## src/rtl/instruction_decode.sv

```systemverilog
// RV32I decode stage: register file with write-through bypass, main/ALU decoders,
// immediate extension and the ID/EX pipeline register (bubble on reset or FlushE).
module instruction_decode #(
    parameter int WORD_WIDTH = 32
) (
    input  logic                  clk,
    input  logic                  reset,
    input  logic [31:0]           instrD,
    input  logic [WORD_WIDTH-1:0] PCD,
    input  logic [WORD_WIDTH-1:0] PCPlus4D,
    input  logic                  FlushE,
    input  logic                  RegWriteW,
    input  logic [4:0]            RdW,
    input  logic [WORD_WIDTH-1:0] ResultW,
    output logic [4:0]            Rs1D,
    output logic [4:0]            Rs2D,
    output logic                  RegWriteE,
    output logic                  MemWriteE,
    output logic                  JumpE,
    output logic                  BranchE,
    output logic                  ALUSrcE,
    output logic                  IllegalE,
    output logic [1:0]            ResultSrcE,
    output logic [2:0]            ALUControlE,
    output logic [WORD_WIDTH-1:0] RD1E,
    output logic [WORD_WIDTH-1:0] RD2E,
    output logic [WORD_WIDTH-1:0] ImmExtE,
    output logic [WORD_WIDTH-1:0] PCE,
    output logic [WORD_WIDTH-1:0] PCPlus4E,
    output logic [4:0]            Rs1E,
    output logic [4:0]            Rs2E,
    output logic [4:0]            RdE
);

    typedef enum logic [2:0] {IMM_NONE, IMM_I, IMM_S, IMM_B, IMM_J} imm_src_t;

    typedef struct packed {
        logic                  reg_write;
        logic                  mem_write;
        logic                  jump;
        logic                  branch;
        logic                  alu_src;
        logic                  illegal;
        logic [1:0]            result_src;
        logic [2:0]            alu_control;
        logic [WORD_WIDTH-1:0] rd1;
        logic [WORD_WIDTH-1:0] rd2;
        logic [WORD_WIDTH-1:0] imm;
        logic [WORD_WIDTH-1:0] pc;
        logic [WORD_WIDTH-1:0] pc4;
        logic [4:0]            rs1;
        logic [4:0]            rs2;
        logic [4:0]            rd;
    } idex_t;

    logic [WORD_WIDTH-1:0] rf_q [32];
    logic [6:0]            opcode;
    logic [2:0]            funct3;
    logic                  wr_en;
    logic [WORD_WIDTH-1:0] rd1, rd2, imm;
    logic                  reg_write, mem_write, jump, branch, alu_src, illegal;
    logic [1:0]            result_src, alu_op;
    logic [2:0]            alu_control;
    imm_src_t              imm_src;
    idex_t                 idex_d, idex_q;

    assign opcode = instrD[6:0];
    assign funct3 = instrD[14:12];
    assign Rs1D   = instrD[19:15];
    assign Rs2D   = instrD[24:20];
    assign wr_en  = RegWriteW && (RdW != 5'd0);

    // Entry 0 is never written, so it stays zero after reset.
    always_ff @(posedge clk) begin
        if (reset) begin
            for (int i = 0; i < 32; i++) rf_q[i] <= '0;
        end else if (wr_en) begin
            rf_q[RdW] <= ResultW;
        end
    end

    // Same-cycle writeback is forwarded so the reader never sees stale data.
    always_comb begin
        rd1 = '0;
        rd2 = '0;
        if (Rs1D != 5'd0) rd1 = (wr_en && RdW == Rs1D) ? ResultW : rf_q[Rs1D];
        if (Rs2D != 5'd0) rd2 = (wr_en && RdW == Rs2D) ? ResultW : rf_q[Rs2D];
    end

    always_comb begin
        reg_write  = 1'b0;
        mem_write  = 1'b0;
        jump       = 1'b0;
        branch     = 1'b0;
        alu_src    = 1'b0;
        result_src = 2'b00;
        alu_op     = 2'b00;
        imm_src    = IMM_NONE;
        illegal    = 1'b0;
        case (opcode)
            7'b0000011: begin reg_write = 1'b1; imm_src = IMM_I; alu_src = 1'b1; result_src = 2'b01; end
            7'b0100011: begin imm_src = IMM_S; alu_src = 1'b1; mem_write = 1'b1; end
            7'b0110011: begin reg_write = 1'b1; alu_op = 2'b10; end
            7'b1100011: begin imm_src = IMM_B; branch = 1'b1; alu_op = 2'b01; end
            7'b0010011: begin reg_write = 1'b1; imm_src = IMM_I; alu_src = 1'b1; alu_op = 2'b10; end
            7'b1101111: begin reg_write = 1'b1; imm_src = IMM_J; result_src = 2'b10; jump = 1'b1; end
            default:    illegal = 1'b1;
        endcase
    end

    always_comb begin
        alu_control = 3'b000;
        case (alu_op)
            2'b00: alu_control = 3'b000;
            2'b01: alu_control = 3'b001;
            default: begin
                case (funct3)
                    3'b000:  alu_control = (opcode[5] && instrD[30]) ? 3'b001 : 3'b000;
                    3'b010:  alu_control = 3'b101;
                    3'b110:  alu_control = 3'b011;
                    3'b111:  alu_control = 3'b010;
                    default: alu_control = 3'b000;
                endcase
            end
        endcase
    end

    always_comb begin
        imm = '0;
        case (imm_src)
            IMM_I: imm = {{(WORD_WIDTH-12){instrD[31]}}, instrD[31:20]};
            IMM_S: imm = {{(WORD_WIDTH-12){instrD[31]}}, instrD[31:25], instrD[11:7]};
            IMM_B: imm = {{(WORD_WIDTH-12){instrD[31]}}, instrD[7], instrD[30:25], instrD[11:8], 1'b0};
            IMM_J: imm = {{(WORD_WIDTH-20){instrD[31]}}, instrD[19:12], instrD[20], instrD[30:21], 1'b0};
            default: imm = '0;
        endcase
    end

    // An illegal instruction clears every control field; data fields pass through.
    always_comb begin
        logic bad;
        bad = illegal || (alu_op == 2'b10 && !(funct3 inside {3'b000, 3'b010, 3'b110, 3'b111}));
        idex_d             = '0;
        idex_d.illegal     = bad;
        idex_d.reg_write   = reg_write & ~bad;
        idex_d.mem_write   = mem_write & ~bad;
        idex_d.jump        = jump & ~bad;
        idex_d.branch      = branch & ~bad;
        idex_d.alu_src     = alu_src & ~bad;
        idex_d.result_src  = bad ? 2'b00 : result_src;
        idex_d.alu_control = bad ? 3'b000 : alu_control;
        idex_d.rd1         = rd1;
        idex_d.rd2         = rd2;
        idex_d.imm         = imm;
        idex_d.pc          = PCD;
        idex_d.pc4         = PCPlus4D;
        idex_d.rs1         = Rs1D;
        idex_d.rs2         = Rs2D;
        idex_d.rd          = instrD[11:7];
    end

    always_ff @(posedge clk) begin
        if (reset || FlushE) idex_q <= '0;
        else                 idex_q <= idex_d;
    end

    assign RegWriteE   = idex_q.reg_write;
    assign MemWriteE   = idex_q.mem_write;
    assign JumpE       = idex_q.jump;
    assign BranchE     = idex_q.branch;
    assign ALUSrcE     = idex_q.alu_src;
    assign IllegalE    = idex_q.illegal;
    assign ResultSrcE  = idex_q.result_src;
    assign ALUControlE = idex_q.alu_control;
    assign RD1E        = idex_q.rd1;
    assign RD2E        = idex_q.rd2;
    assign ImmExtE     = idex_q.imm;
    assign PCE         = idex_q.pc;
    assign PCPlus4E    = idex_q.pc4;
    assign Rs1E        = idex_q.rs1;
    assign Rs2E        = idex_q.rs2;
    assign RdE         = idex_q.rd;

endmodule

```

## config.mk

```make
export PLATFORM = sky130hd
export DESIGN_NAME = instruction_decode
export DESIGN_NICKNAME = d
export VERILOG_FILES = /design/src/rtl/instruction_decode.sv
export SDC_FILE = /design/constraint.sdc
export NUM_CORES = 2
export LEC_CHECK = 0
export BUFFER_PORTS_ARGS = -buffer_cell sky130_fd_sc_hd__buf_4
export CORE_MARGIN = 4
export CORE_UTILIZATION = 45
export CTS_BUF_LIST = sky130_fd_sc_hd__clkbuf_4
export DETAILED_ROUTE_END_ITERATION = 8
export GPL_ROUTABILITY_DRIVEN = 1
export PLACE_DENSITY = 0.65
export SLEW_MARGIN = 20
export SYNTH_ARGS = -nofsm -noshare
export SYNTH_HDL_FRONTEND = slang
export SYNTH_SLANG_ARGS = --single-unit
```

## constraint.sdc

```tcl
create_clock -name clk -period 6.51 [get_ports clk]
set_input_delay 0.3255 -clock clk [delete_from_list [all_inputs] [get_ports clk]]
set_output_delay 0.3255 -clock clk [all_outputs]
set_load 0.02 [all_outputs]
```

Yosys cells after proc, flatten, opt, wreduce, memory -nomap -nowiden

Memories as Yosys holds them, arrays and structs flattened. A register that Yosys moved wholly into a read port is not among the register bits.
Index checks and enable logic that the tools add are counted.

Flip-flop bits (word level): 122
Latch bits: 0
RAM bits: 1024
Memory bits (read-only): 0
Input bits: 137
Output and inout port bits: 196
Logic and storage cells: 80
Memories: 1

Memory list:

| name | depth | bits a word | rd ports | clocked after Yosys merged registers in | write ports | RTL line | source |
|---|---|---|---|---|---|---|---|
| rf_q | 32    | 32          | 2        | 2                                       | 32          | 56       | `logic [WORD_WIDTH-1:0] rf_q [32];` |

Add/subtract/negate cells: 0
Multipliers: 0
Divide/modulo/power cells: 0
Order comparisons: 0
Eq/ne operators: 15
Shift operators: 0
Mux-type cells: 21
Bitwise operators: 8
Reduce and logical (&&, ||, !) cells: 21

Operators by type and width:

| operator                                      | count |
|---|---|
| one-hot mux 32 bit (4 select lines)           | 1 |
| 2-to-1 mux 32 bit                             | 1 |
| OR reduction 32 bit                           | 1 |
| one-hot mux 3 bit (4 select lines)            | 2 |
| nonzero test 5 bit                            | 3 |
| == test 7 x 6 -> 1 bit, second input constant | 2 |
| == test 7 bit, second input constant          | 2 |
| 2-to-1 mux 1 bit                              | 13 |
| OR reduction 2 bit                            | 5 |
| == test 3 x 2 -> 1 bit, second input constant | 3 |
| == test 3 bit, second input constant          | 3 |
| one-hot mux 2 bit (2 select lines)            | 2 |
| == test 7 x 2 -> 1 bit, second input constant | 1 |
| == test 7 x 5 -> 1 bit, second input constant | 1 |
| one-hot mux 3 bit (2 select lines)            | 1 |
| OR reduction 6 bit                            | 1 |
| bitwise AND 1 bit                             | 5 |
| 2-to-1 mux 5 bit                              | 1 |
| nonzero test 4 bit                            | 1 |
| OR reduction 4 bit                            | 1 |
| == test 3 x 1 -> 1 bit, second input constant | 1 |
| logical AND 1 bit                             | 3 |
| zero test 3 bit                               | 1 |
| NOT 1 bit                                     | 3 |
| other kinds (6)                               | 7 |

Logic depth before layout (Yosys ltp)

Depth in word-level cells: 8
Gate-level depth with buffers: 10
Depth with buffers taken out: 5

Worst setup path before layout

No wires, ideal clock.

Path type: input to register
Start: in RdW[2]
End: mem rf_q[1][0], enable pin
Library setup time: 0.375 ns
Arrival: 1.911 ns
Data required time: 6.135 ns
Slack: 4.225 ns
Cell stages on the path: 6
Buffers on the path: 3
Cell sequence: buf_2 -> or3_1 -> buf_2 -> clkbuf_1 -> nor2_1 -> or2_2

RTL lines:

| what            | RTL line | source |
|---|---|---|
| start, declared | 13       | `input logic [4:0] RdW,` |
| end, declared   | 56       |  |

==> run_results.csv <==
group,metric,value,unit
clock_network,clkSlewWorstSetupHoldPaths,0.07,ns
floorplanning,fp.dieH,370.8,µm
final_layout,final_common_cell,"edfxtp_1",
yosys,synthCells,4242,
timing,skew,0.08114,ns
timing,hold_viol,0,
timing,fin_tns_setup,0,ns
drt,drc_errors,0,
critical_path,cp-start-kind,"input pin",
grt,overflow,0,
critical_path,path_buf_inv,5,
timing,max_slew_margin,0.2075,
clock_network,htreeDepth,5,
timing,slew_viol_final,0,
final_layout,design_area,0.07054,mm²
pwr,power_frac_seq,0.491,
floorplanning,dieWidth,370.8,µm
final_layout,area.growth.synth_to_final,19.08,%
placement,place_congestion,0.8974,
clock_network,worstSkewPairLatency,1.25,ns
drt,viasPerCell,6.484,
placement,place_area,0.06275,mm²
job,max_cap_viol_count,0,
yosys,ys_warn_count,0,
yosys,yosysSeqAreaShare,0.5782,
drt,wl_per_cell,31.74,µm
placement,numPortBuffers,332,
critical_path,crit_top_cell,"dlygate4sd3_1",
pwr,switching_power,0.004954,W
final_layout,utilization,0.5420,
yosys,synth_edf_count,1024,
critical_path,slowest_stage,"dlygate4sd3_1",
grt,antenna_found_initial,11,
critical_path,cp.arrival,5.21,ns
floorplanning,start_util,0.4552,
status,outcome,"finished clean",
clock_network,cts.sinks,1199,
critical_path,crit_type,"input pin to flop",
critical_path,cp.required,7.37,ns
pwr,p_int,0.01329,W
grt,grt_pass1_wl,313700,µm
yosys,synth_cell_types,58,
final_layout,finalNonFillerCells,6894,
pwr,power_switching_share,0.2715,
pwr,clkPwrFrac,0.377,
yosys,syn_area,0.05924,mm²
drt,num_vias,44700,
drt,detail-route-antenna-nets,0,
drt,drtPass1Iterations,6,
critical_path,critical_path.max_stage_delay,0.88,ns
drt,drt_iter0_drc,6275,
final_layout,final_layout_size_suffix_gt1_frac,0.2961,
timing,holdWs,0.1869,ns
timing,layout_worst_path_cycle_share,0.6690,
pwr,p_comb_frac,0.131,
drt,wl,218800,µm
timing,fmax,229.6,MHz
placement,dp_hpwl,126800,µm
pwr,p_leak,24.34,nW
grt,grt_max_degree,144,
clock_network,clockBufferDepth,4,
critical_path,worstPathCellList,"dlygate4sd3_1 -> dlygate4sd3_1 -> buf_4 -> nor2b_1 -> nand3_4 -> dlygate4sd3_1 -> nor2_1 -> or2_2 -> buf_4",
floorplanning,core,0.1301,mm²
grt,track_usage,0.3140,
yosys,avgSynthCellArea,13.96,µm²
timing,setup_viol,0,
pwr,powerDensity,258.7,mW/mm²
yosys,synthFlopType,"edfxtp_1",
critical_path,crit_family,"buffers and inverters",
timing,min_period,4.355,ns
floorplanning,rows,132,
grt,grt_pass1_vias,44780,
yosys,synth-seq-cells,1199,
final_layout,final_nets,5042,
timing,rsz0062_at_grt,"false",
timing,tightest_slew,1.187,ns
critical_path,end_kind,"flop",
clock_network,cts_tree,"done",
min_path,min_path_type,"input pin to flop",
clock_network,cts_buffers,337,
floorplanning,dieArea,0.1375,mm²
clock_network,root_buffer,"clkbuf_4",
yosys,synthArstFlopShare,0,
floorplanning,ios,333,
placement,dp.cells,5947,
pwr,ir_worst_vdd,174.6,µV
final_layout,mostFrequentLayoutCells,"1,024 x edfxtp_1, 767 x nor3_1, 487 x clkbuf_4",
critical_path,worstPathMaxFanout,17,
what timing repair did:
action | 4_1_cts | 5_1_grt
hold endpoints to repair | 1180 | 0
buffers inserted | 0 | 0
resized for setup | 0 | 0
setup endpoints to repair | 0 | 0
hold buffers | 359 | 0
sequential cells by signal (all words and copies together) (netlist names), 2 cells and up:
signal / flops
RD2E: 32
ImmExtE: 21
PCE: 32
RdE: 5
ALUControlE: 3
rf_q: 1024
ResultSrcE: 2
Rs1E: 5
PCPlus4E: 32
RD1E: 32
Rs2E: 5
cell usage after synthesis (33+ instances only):
cell type | n | area (µm²)
a211oi_1 | 34 | 255.2
a22oi_1 | 53 | 397.9
and2_1 | 335 | 2096
buf_1 | 33 | 123.9
buf_2 | 96 | 480.5
buf_4 | 52 | 390.4
clkbuf_1 | 314 | 1179
dfxtp_1 | 175 | 3503
edfxtp_1 | 1024 | 30750
mux2_2 | 47 | 529.3
mux2i_1 | 143 | 1431
mux4_2 | 455 | 10250
nand2_1 | 92 | 345.3
nand2b_1 | 35 | 219.0
nand3_1 | 39 | 195.2
nand4_1 | 35 | 219.0
nor2_1 | 101 | 379.1
nor3_1 | 768 | 3844
o21ai_1 | 40 | 200.2
o22ai_1 | 104 | 650.6
or2_2 | 36 | 225.2
per-layer routing:
metal	vias up	share of wire	GRT usage
met5	-	0.00032	0
met4	10	0.053	0.1583
met3	646	0.13	0.08822
met2	3548	0.46	0.4878
met1	22420	0.36	0.4058
li1	18080	-	-
final cells by class:
| cell class | instances | area (µm²) |
|---|---|---|
| Sequential cell | 1199 | 34250 |
| Timing Repair Buffer | 805 | 7106 |
| Fill cell | 10620 | 59600 |
| Clock buffer | 487 | 3656 |
| Inverter | 27 | 101.3 |
| Clock inverter | 90 | 460.4 |
| Multi-Input combinational cell | 2535 | 22760 |
| Antenna cell | 9 | 22.52 |
| Tap cell | 1742 | 2180 |
cell families after synthesis:
| logic type | after synthesis | share of synthesized area |
|---|---|---|
| buffers and inverters | 539 | 0.04169 |
| multiplexers | 645 | 0.2061 |
| flip-flops | 1199 | 0.5782 |
| AO/OA/AOI/OAI | 347 | 0.03813 |
| other | 1 | 0.00006331 |
| AND/OR/NAND/NOR | 1501 | 0.1343 |
| XOR/XNOR | 10 | 0.001478 |
power groups by stage:
stage / clock [W] / sequential, W / combinational (W)
4_1_cts: 0.00693 / 0.00895 / 0.00233
5_1_grt: 0.00738 / 0.00899 / 0.00247
2_1_floorplan: 0 / 0.00907 / 0.00130
6_report: 0.00689 / 0.00897 / 0.00239
3_5_place_dp: 0 / 0.00912 / 0.00217
3_3_place_gp: 0 / 0.00909 / 0.00216
final timing paths:
kind                  endpoint  slack [ns]         from  depth (start not counted)
setup reg to reg       RD2E[1]        3.68   rf_q[5][1]                          6
hold reg to reg       RD1E[17]        0.84  rf_q[6][17]                          4
setup / recovery  rf_q[19][11]        2.16        reset                          9
hold / removal        RD1E[16]        0.19  ResultW[16]                          5
worst register-to-register path: cells and delay by family (launching register included):
kind                   cells  cell delay, ns
multiplexers               1            0.30
buffers and inverters      1            0.60
AO/OA/AOI/OAI              3            0.47
AND/OR/NAND/NOR            1            0.93
flip-flops                 1            0.41
per-stage QoR:
step | setup slack [ns] | total power [W]
2_1_floorplan | 4.225 | 0.01037
3_3_place_gp | 2.263 | 0.01126
3_5_place_dp | 2.202 | 0.01128
4_1_cts | 2.338 | 0.01822
5_1_grt | 2.108 | 0.01885
6_report | 2.155 | 0.01825
Note: power is estimated with default switching activity, not from simulation.
